$ cat config.mk
export PLATFORM = sky130hd
export DESIGN_NAME = fc_fm_sequencer_flat
export DESIGN_NICKNAME = d
export VERILOG_FILES = /design/src/rtl/fc_fm_sequencer_pkg.sv /design/src/rtl/fc_fm_sequencer_if.sv /design/src/rtl/fc_fm_sequencer_counter.sv /design/src/rtl/fc_fm_sequencer.sv /design/src/flat_wrapper.sv
export SDC_FILE = /design/constraint.sdc
export NUM_CORES = 1
export LEC_CHECK = 0
export ABC_AREA = 1
export CORE_MARGIN = 4
export CORE_UTILIZATION = 35
export CTS_BUF_LIST = sky130_fd_sc_hd__clkbuf_4 sky130_fd_sc_hd__clkbuf_8 sky130_fd_sc_hd__clkbuf_16
export DETAILED_ROUTE_END_ITERATION = 12
export GPL_TIMING_DRIVEN = 0
export PLACE_DENSITY_LB_ADDON = 0.15
export SETUP_SLACK_MARGIN = 0.2
export SKIP_LAST_GASP = 1
export SLEW_MARGIN = 40
export SYNTH_ARGS = -nofsm -noshare
export SYNTH_HDL_FRONTEND = slang
export SYNTH_SLANG_ARGS = --single-unit
$ cat constraint.sdc
create_clock -name clk -period 1.7 [get_ports clk]
set_input_delay 0.34 -clock clk [delete_from_list [all_inputs] [get_ports clk]]
set_output_delay 0.34 -clock clk [all_outputs]
set_load 0.03 [all_outputs]
$ cat src/rtl/fc_fm_sequencer_pkg.sv
// Shared types and default geometry for the FC feature-map read sequencer.
// The derived BEATS value is the number of buffer reads per neuron.
package fc_seq_pkg;

    typedef enum logic [1:0] {
        ST_IDLE  = 2'd0,
        ST_RUN   = 2'd1,
        ST_DRAIN = 2'd2,
        ST_DONE  = 2'd3
    } fc_state_t;

    localparam int DEF_FM_SIZE    = 384;
    localparam int DEF_CHUNK      = 8;
    localparam int DEF_NUM_NEURON = 10;
    localparam int DEF_BEATS      = DEF_FM_SIZE / DEF_CHUNK;

    function automatic int beats_of(input int fm_size, input int chunk);
        return fm_size / chunk;
    endfunction

endpackage

$ cat src/rtl/fc_fm_sequencer_if.sv
// Buffer/MAC-facing signal bundle of the FC sequencer.
// FC_SEQ_PERF_EN adds the o_stall_cnt performance counter.
interface fc_fm_sequencer_if #(
    parameter int ADDR_W = 16
) ();

    logic              i_fc_start;
    logic              i_fc_clear;
    logic              i_fc_ready;
    logic [ADDR_W-1:0] o_fc_fm_addr;
    logic [ADDR_W-1:0] o_fc_wt_addr;
    logic              o_fc_data_valid;
    logic              o_fc_first;
    logic              o_fc_last;
    logic [7:0]        o_fc_neuron;
    logic              o_busy;
    logic              o_fc_done;
`ifdef FC_SEQ_PERF_EN
    logic [15:0]       o_stall_cnt;

    modport master (
        input  i_fc_start, i_fc_clear, i_fc_ready,
        output o_fc_fm_addr, o_fc_wt_addr,
        output o_fc_data_valid, o_fc_first, o_fc_last,
        output o_fc_neuron, o_busy, o_fc_done,
        output o_stall_cnt
    );

    modport slave (
        output i_fc_start, i_fc_clear, i_fc_ready,
        input  o_fc_fm_addr, o_fc_wt_addr,
        input  o_fc_data_valid, o_fc_first, o_fc_last,
        input  o_fc_neuron, o_busy, o_fc_done,
        input  o_stall_cnt
    );
`else
    modport master (
        input  i_fc_start, i_fc_clear, i_fc_ready,
        output o_fc_fm_addr, o_fc_wt_addr,
        output o_fc_data_valid, o_fc_first, o_fc_last,
        output o_fc_neuron, o_busy, o_fc_done
    );

    modport slave (
        output i_fc_start, i_fc_clear, i_fc_ready,
        input  o_fc_fm_addr, o_fc_wt_addr,
        input  o_fc_data_valid, o_fc_first, o_fc_last,
        input  o_fc_neuron, o_busy, o_fc_done
    );
`endif

endinterface

$ cat src/rtl/fc_fm_sequencer_counter.sv
// Beat/neuron wrap counter with a running weight-word address.
// Clear has priority over the issue enable.
module fc_seq_counter #(
    parameter int BEATS      = 48,
    parameter int NUM_NEURON = 10,
    parameter int ADDR_W     = 16
) (
    input  logic              clk,
    input  logic              rst_n,
    input  logic              clr,
    input  logic              en,
    output logic [ADDR_W-1:0] beat,
    output logic [7:0]        neuron,
    output logic [ADDR_W-1:0] wt_addr,
    output logic              beat_last,
    output logic              pass_last
);

    localparam logic [ADDR_W-1:0] BEAT_MAX = ADDR_W'(BEATS - 1);
    localparam logic [7:0]        NEUR_MAX = 8'(NUM_NEURON - 1);

    assign beat_last = (beat == BEAT_MAX);
    assign pass_last = beat_last && (neuron == NEUR_MAX);

    // wt_addr tracks neuron*BEATS+beat incrementally, no multiplier
    always_ff @(posedge clk or negedge rst_n) begin
        if (!rst_n) begin
            beat    <= '0;
            neuron  <= '0;
            wt_addr <= '0;
        end else if (clr) begin
            beat    <= '0;
            neuron  <= '0;
            wt_addr <= '0;
        end else if (en) begin
            wt_addr <= wt_addr + ADDR_W'(1);
            if (beat_last) begin
                beat   <= '0;
                neuron <= neuron + 8'd1;
            end else begin
                beat <= beat + ADDR_W'(1);
            end
        end
    end

endmodule

$ cat src/rtl/fc_fm_sequencer.sv
// FC pass read sequencer: sweeps the pooled buffer once per neuron.
// Define FC_SEQ_PERF_EN to add the saturating o_stall_cnt counter.
module fc_fm_sequencer
    import fc_seq_pkg::*;
#(
    parameter int FM_SIZE    = DEF_FM_SIZE,
    parameter int CHUNK      = DEF_CHUNK,
    parameter int NUM_NEURON = DEF_NUM_NEURON,
    parameter int ADDR_W     = 16
) (
    input logic                clk,
    input logic                rst_n,
    fc_fm_sequencer_if.master  bus
);

    localparam int BEATS = beats_of(FM_SIZE, CHUNK);

    fc_state_t         state;
    logic              in_run;
    logic              issue;
    logic              cnt_clr;
    logic              beat_last;
    logic              pass_last;
    logic [ADDR_W-1:0] beat;
    logic [ADDR_W-1:0] wt_addr;
    logic [7:0]        neuron;

    logic              dv_q;
    logic              first_q;
    logic              last_q;
    logic [7:0]        neuron_q;
    logic              busy_q;
    logic              done_q;

    assign in_run  = (state == ST_RUN);
    assign issue   = in_run & bus.i_fc_ready & ~bus.i_fc_clear;
    assign cnt_clr = bus.i_fc_clear | ~in_run | (issue & pass_last);

    fc_seq_counter #(
        .BEATS      (BEATS),
        .NUM_NEURON (NUM_NEURON),
        .ADDR_W     (ADDR_W)
    ) u_cnt (
        .clk       (clk),
        .rst_n     (rst_n),
        .clr       (cnt_clr),
        .en        (issue),
        .beat      (beat),
        .neuron    (neuron),
        .wt_addr   (wt_addr),
        .beat_last (beat_last),
        .pass_last (pass_last)
    );

    // Beat markers lag the issue by one cycle to line up with buffer data
    always_ff @(posedge clk or negedge rst_n) begin
        if (!rst_n) begin
            state    <= ST_IDLE;
            dv_q     <= 1'b0;
            first_q  <= 1'b0;
            last_q   <= 1'b0;
            neuron_q <= '0;
            busy_q   <= 1'b0;
            done_q   <= 1'b0;
        end else if (bus.i_fc_clear) begin
            state    <= ST_IDLE;
            dv_q     <= 1'b0;
            first_q  <= 1'b0;
            last_q   <= 1'b0;
            neuron_q <= '0;
            busy_q   <= 1'b0;
            done_q   <= 1'b0;
        end else begin
            dv_q    <= issue;
            first_q <= issue & (beat == '0);
            last_q  <= issue & beat_last;
            done_q  <= 1'b0;
            if (issue) begin
                neuron_q <= neuron;
            end
            unique case (state)
                ST_IDLE: begin
                    if (bus.i_fc_start) begin
                        state  <= ST_RUN;
                        busy_q <= 1'b1;
                    end
                end
                ST_RUN: begin
                    if (issue && pass_last) begin
                        state <= ST_DRAIN;
                    end
                end
                ST_DRAIN: begin
                    state  <= ST_DONE;
                    done_q <= 1'b1;
                end
                ST_DONE: begin
                    state  <= ST_IDLE;
                    busy_q <= 1'b0;
                end
                default: begin
                    state  <= ST_IDLE;
                    busy_q <= 1'b0;
                end
            endcase
        end
    end

    assign bus.o_fc_fm_addr    = in_run ? ADDR_W'(beat * CHUNK) : '0;
    assign bus.o_fc_wt_addr    = in_run ? wt_addr : '0;
    assign bus.o_fc_data_valid = dv_q;
    assign bus.o_fc_first      = first_q;
    assign bus.o_fc_last       = last_q;
    assign bus.o_fc_neuron     = neuron_q;
    assign bus.o_busy          = busy_q;
    assign bus.o_fc_done       = done_q;

`ifdef FC_SEQ_PERF_EN
    logic [15:0] stall_q;

    always_ff @(posedge clk or negedge rst_n) begin
        if (!rst_n) begin
            stall_q <= '0;
        end else if (bus.i_fc_clear) begin
            stall_q <= '0;
        end else if (state == ST_IDLE && bus.i_fc_start) begin
            stall_q <= '0;
        end else if (in_run && !bus.i_fc_ready && stall_q != 16'hFFFF) begin
            stall_q <= stall_q + 16'd1;
        end
    end

    assign bus.o_stall_cnt = stall_q;
`endif

endmodule

$ cat src/flat_wrapper.sv
// flat-port wrapper written by rule: the top's interface ports become plain ports
module fc_fm_sequencer_flat import fc_seq_pkg::*;
#(
    parameter int FM_SIZE    = DEF_FM_SIZE,
    parameter int CHUNK      = DEF_CHUNK,
    parameter int NUM_NEURON = DEF_NUM_NEURON,
    parameter int ADDR_W     = 16
)
  (clk, rst_n, bus_i_fc_start, bus_i_fc_clear, bus_i_fc_ready, bus_o_fc_fm_addr, bus_o_fc_wt_addr, bus_o_fc_data_valid, bus_o_fc_first, bus_o_fc_last, bus_o_fc_neuron, bus_o_busy, bus_o_fc_done);
  fc_fm_sequencer_if #(.ADDR_W(ADDR_W)) bus_i ();
  input logic clk;
  input logic rst_n;
  input wire logic [$bits(bus_i.i_fc_start)-1:0] bus_i_fc_start;
  input wire logic [$bits(bus_i.i_fc_clear)-1:0] bus_i_fc_clear;
  input wire logic [$bits(bus_i.i_fc_ready)-1:0] bus_i_fc_ready;
  output wire logic [$bits(bus_i.o_fc_fm_addr)-1:0] bus_o_fc_fm_addr;
  output wire logic [$bits(bus_i.o_fc_wt_addr)-1:0] bus_o_fc_wt_addr;
  output wire logic [$bits(bus_i.o_fc_data_valid)-1:0] bus_o_fc_data_valid;
  output wire logic [$bits(bus_i.o_fc_first)-1:0] bus_o_fc_first;
  output wire logic [$bits(bus_i.o_fc_last)-1:0] bus_o_fc_last;
  output wire logic [$bits(bus_i.o_fc_neuron)-1:0] bus_o_fc_neuron;
  output wire logic [$bits(bus_i.o_busy)-1:0] bus_o_busy;
  output wire logic [$bits(bus_i.o_fc_done)-1:0] bus_o_fc_done;
  assign bus_i.i_fc_start = bus_i_fc_start;
  assign bus_i.i_fc_clear = bus_i_fc_clear;
  assign bus_i.i_fc_ready = bus_i_fc_ready;
  assign bus_o_fc_fm_addr = bus_i.o_fc_fm_addr;
  assign bus_o_fc_wt_addr = bus_i.o_fc_wt_addr;
  assign bus_o_fc_data_valid = bus_i.o_fc_data_valid;
  assign bus_o_fc_first = bus_i.o_fc_first;
  assign bus_o_fc_last = bus_i.o_fc_last;
  assign bus_o_fc_neuron = bus_i.o_fc_neuron;
  assign bus_o_busy = bus_i.o_busy;
  assign bus_o_fc_done = bus_i.o_fc_done;
  fc_fm_sequencer #(.FM_SIZE(FM_SIZE), .CHUNK(CHUNK), .NUM_NEURON(NUM_NEURON), .ADDR_W(ADDR_W)) u_core (.clk(clk), .rst_n(rst_n), .bus(bus_i));
endmodule
==> flow_summary.ini <==
[clocking]
clockBufferDepth = 2
clk_latency_ps = 310
cts_buffers = 5
h-tree-depth = 2
clk_pin_slew_worst_paths_ps = 100
clockRootBuffer = clkbuf_8
cts_tree = yes
cts_num_sinks = 55

[routing]
wl_mm = 9.270
routed-wl-met3_um = 410
wl_met1_mm = 4.351
route.met2.wl_mm = 4.339
ant_nets = 0
top_layer = met4
vias = 3302
drc = 0
route.detailed.wl_per_inst_um = 13.17
viasPerCell = 4.690
drtPass1Iterations = 4
initialDrtViolationCount = 94

[synth]
synthXorXnorAreaFrac_pct = 4.575
synth-compound-area-share_pct = 4.902
netlist_instances = 473
synthMuxAreaShare_pct = 0
postSynthAreaPerCell_um2 = 7.285
synthAdderAreaFrac_pct = 3.631
seq_area_frac_synth_pct = 39.94
yosysWarnings = 0
ys_ff_latch = 55
syn-cell-area_mm2 = 0.003446
synth_simple_gate_area_share_pct = 34.75
yosys.cell_types.count = 33
synth_top_family_by_area = simple AND/OR/NAND/NOR gates

[floorplan]
die_w_um = 107.2
core_mm2 = 0.009415
initial_core_util_pct = 36.60
top_level_ports = 50
num_rows = 35
dieArea_mm2 = 0.01150
die_y_um = 107.2

[pwr]
powerDensity_mw_per_mm2 = 826.6
leakagePower_nw = 2.637
ir_drop_v = 0.0006131

[global_route]
grt-ovfl-total = 0
grt_max_degree = 40
antenna_found_initial = 0
grt_pass1_wl_mm = 15.63
grt_pass1_vias = 3202
grtUsageTotal_pct = 16.72

[min_path]
hp-class = in2reg

[finish]
mostFrequentLayoutCells = nand2_1, inv_1, dfrtp_1, buf_6, nor2_1
nets = 589
multiInputGateArea_mm2 = 0.001882
final_cell_area_mm2 = 0.005029
mostFrequentLayoutCell = nand2_1
fin_util_pct = 53.41
drive_gt1_share_pct = 31.48
num-fill-cells = 913
synthToLayoutAreaGrowth_pct = 45.93
diodes = 0
regArea_mm2 = 0.001379

[outcome]
violations = negative setup slack
status = finished with violations

[setup_path]
critPathCaptureType = primary output
arrival_ps = 1520
r2r_slack_ps = -110
worstPathRequired_ps = 1360
crit_type = reg2out
crit_top_cell = buf_6
critical_path.cell_chain = ha_4, buf_4, buf_8, buf_6, nand2_4, inv_2, buf_6
critPathMaxStageDelay_ps = 440
slowest_stage = dfrtp_2
cp-start-kind = flop
cp_max_fo = 5

[timing]
hold_viol = 0
post-route-min-period_ps = 1864
fin_setup_tns_ps = -6068
max_freq_mhz = 536.4
finalSetupViolCount = 66
worst_slack_ps = -164.4
fin_hold_ws_ps = 260.9
drv_slew = 0
fin_crit_sh_pct = 109.7
clock_skew_ps = 8.207
rsz0062_at_grt = true

[placement]
dpl_cell_area_mm2 = 0.004118
dp_hpwl_mm = 6.078
finalWeightedCongestion = 0.8425
port_buffers = 45

[flow_run]
cap_violations = 0
==> timing repair <==
action | in CTS | in global routing
gates resized for setup | 277 | 59
endpoints found under the hold margin | 16 | 0
hold buffers | 1 | 0
endpoints found under the setup margin | 91 | 82
pin swaps | 10 | 12
setup buffers | 29 | 11
cloned | 5 | 0
==> stage by stage <==
stage / setup WS (ps) / std cells / total power [mW]
floorplan: 203.5 / 475 / 2.034
global placement: -1621 / 649 / 2.307
detailed placement: -542.5 / 650 / 2.328
CTS: -164.7 / 693 / 3.948
global route: -242.7 / 704 / 4.393
finish: -164.4 / 704 / 4.156
==> synth_stat cells <==
library cell | number | area share [%]
nand3_1 | 46 | 6.7
inv_1 | 79 | 8.6
nand2_1 | 123 | 13
inv_2 | 2 | 0.22
clkinv_1 | 1 | 0.11
or2_0 | 1 | 0.18
xor2_1 | 15 | 3.8
o21ai_1 | 2 | 0.29
o21ai_0 | 16 | 2.3
or2_2 | 1 | 0.18
nand4_4 | 1 | 0.62
nand4_1 | 18 | 3.3
buf_2 | 6 | 0.87
ha_1 | 10 | 3.6
conb_1 | 1 | 0.11
buf_1 | 1 | 0.11
a21oi_1 | 5 | 0.73
nor2_8 | 1 | 0.58
nand2_4 | 1 | 0.33
o22ai_1 | 3 | 0.54
clkbuf_1 | 4 | 0.44
dfrtp_1 | 55 | 40
nor3_1 | 9 | 1.3
buf_6 | 2 | 0.65
xnor2_1 | 3 | 0.76
nand3_4 | 1 | 0.51
a31oi_2 | 1 | 0.36
buf_4 | 5 | 1.1
nor2_1 | 49 | 5.3
o21bai_1 | 3 | 0.65
nand3_2 | 3 | 0.87
nand2_2 | 1 | 0.18
nor2_4 | 4 | 1.3
==> worst max-delay path: cells and delay by family (launching register included) <==
| kind | cells | cell delay (ps) |
|---|---|---|
| flip-flops | 1 | 440 |
| buffers and inverters | 5 | 520 |
| adder cells (fa/ha/maj) | 1 | 190 |
| AND/OR/NAND/NOR | 1 | 60 |
==> report_power, final <==
part	total, mW	switching (mW)	internal, mW
Sequential	1.40	0.0387	1.36
Clock	0.776	0.453	0.324
Combinational	1.98	0.935	1.04
==> path summary, 6_finish.rpt <==
kind	to	cells after the start	start
setup / recovery	bus_o_fc_fm_addr[15]	7	u_core.state[0]$_DFFE_PN0P_
hold / removal	u_core.bus.o_fc_done$_DFF_PN0_	2	bus_i_fc_clear
setup reg to reg	u_core.u_cnt.beat[12]$_DFFE_PN0P_	11	u_core.state[0]$_DFFE_PN0P_
hold reg to reg	u_core.bus.o_busy$_DFFE_PN0P_	2	u_core.bus.o_busy$_DFFE_PN0P_
max in group asynchronous	u_core.u_cnt.beat[13]$_DFFE_PN0P_	3	rst_n
min in group asynchronous	u_core.u_cnt.wt_addr[13]$_DFFE_PN0P_	2	rst_n
==> cells by family after synthesis <==
| family | Yosys count |
|---|---|
| flip-flops | 55 |
| adder cells (fa/ha/maj) | 10 |
| XOR/XNOR | 18 |
| other | 1 |
| AO/OA/AOI/OAI | 30 |
| AND/OR/NAND/NOR | 259 |
| buffers and inverters | 100 |
==> flip-flops by register name, indices dropped and copies added (netlist names) <==
signal and count:
u_core.bus.o_busy 1, u_core.bus.o_fc_data_valid 1, u_core.bus.o_fc_done 1, u_core.bus.o_fc_first 1, u_core.bus.o_fc_last 1, u_core.bus.o_fc_neuron 8
u_core.state 2, u_core.u_cnt.beat 16, u_core.u_cnt.neuron 8, u_core.u_cnt.wt_addr 16
==> layout make-up <==
cell class | count | share of cell area [%]
Tap cell | 129 | 3.210
Sequential cell | 55 | 27.42
Clock buffer | 7 | 1.667
Multi-Input combinational cell | 320 | 37.42
Timing Repair Buffer | 92 | 19.91
Clock inverter | 1 | 0.09953
Inverter | 82 | 6.320
Buffer | 18 | 3.956
==> routing by layer <==
layer  GRT usage (%)  vias to the layer above
li1                -                     1670
met1           23.60                     1546
met2           26.36                       72
met3           2.709                       14
met4           4.749                        0
met5               0                        -
(Power assumes the default switching activity.)
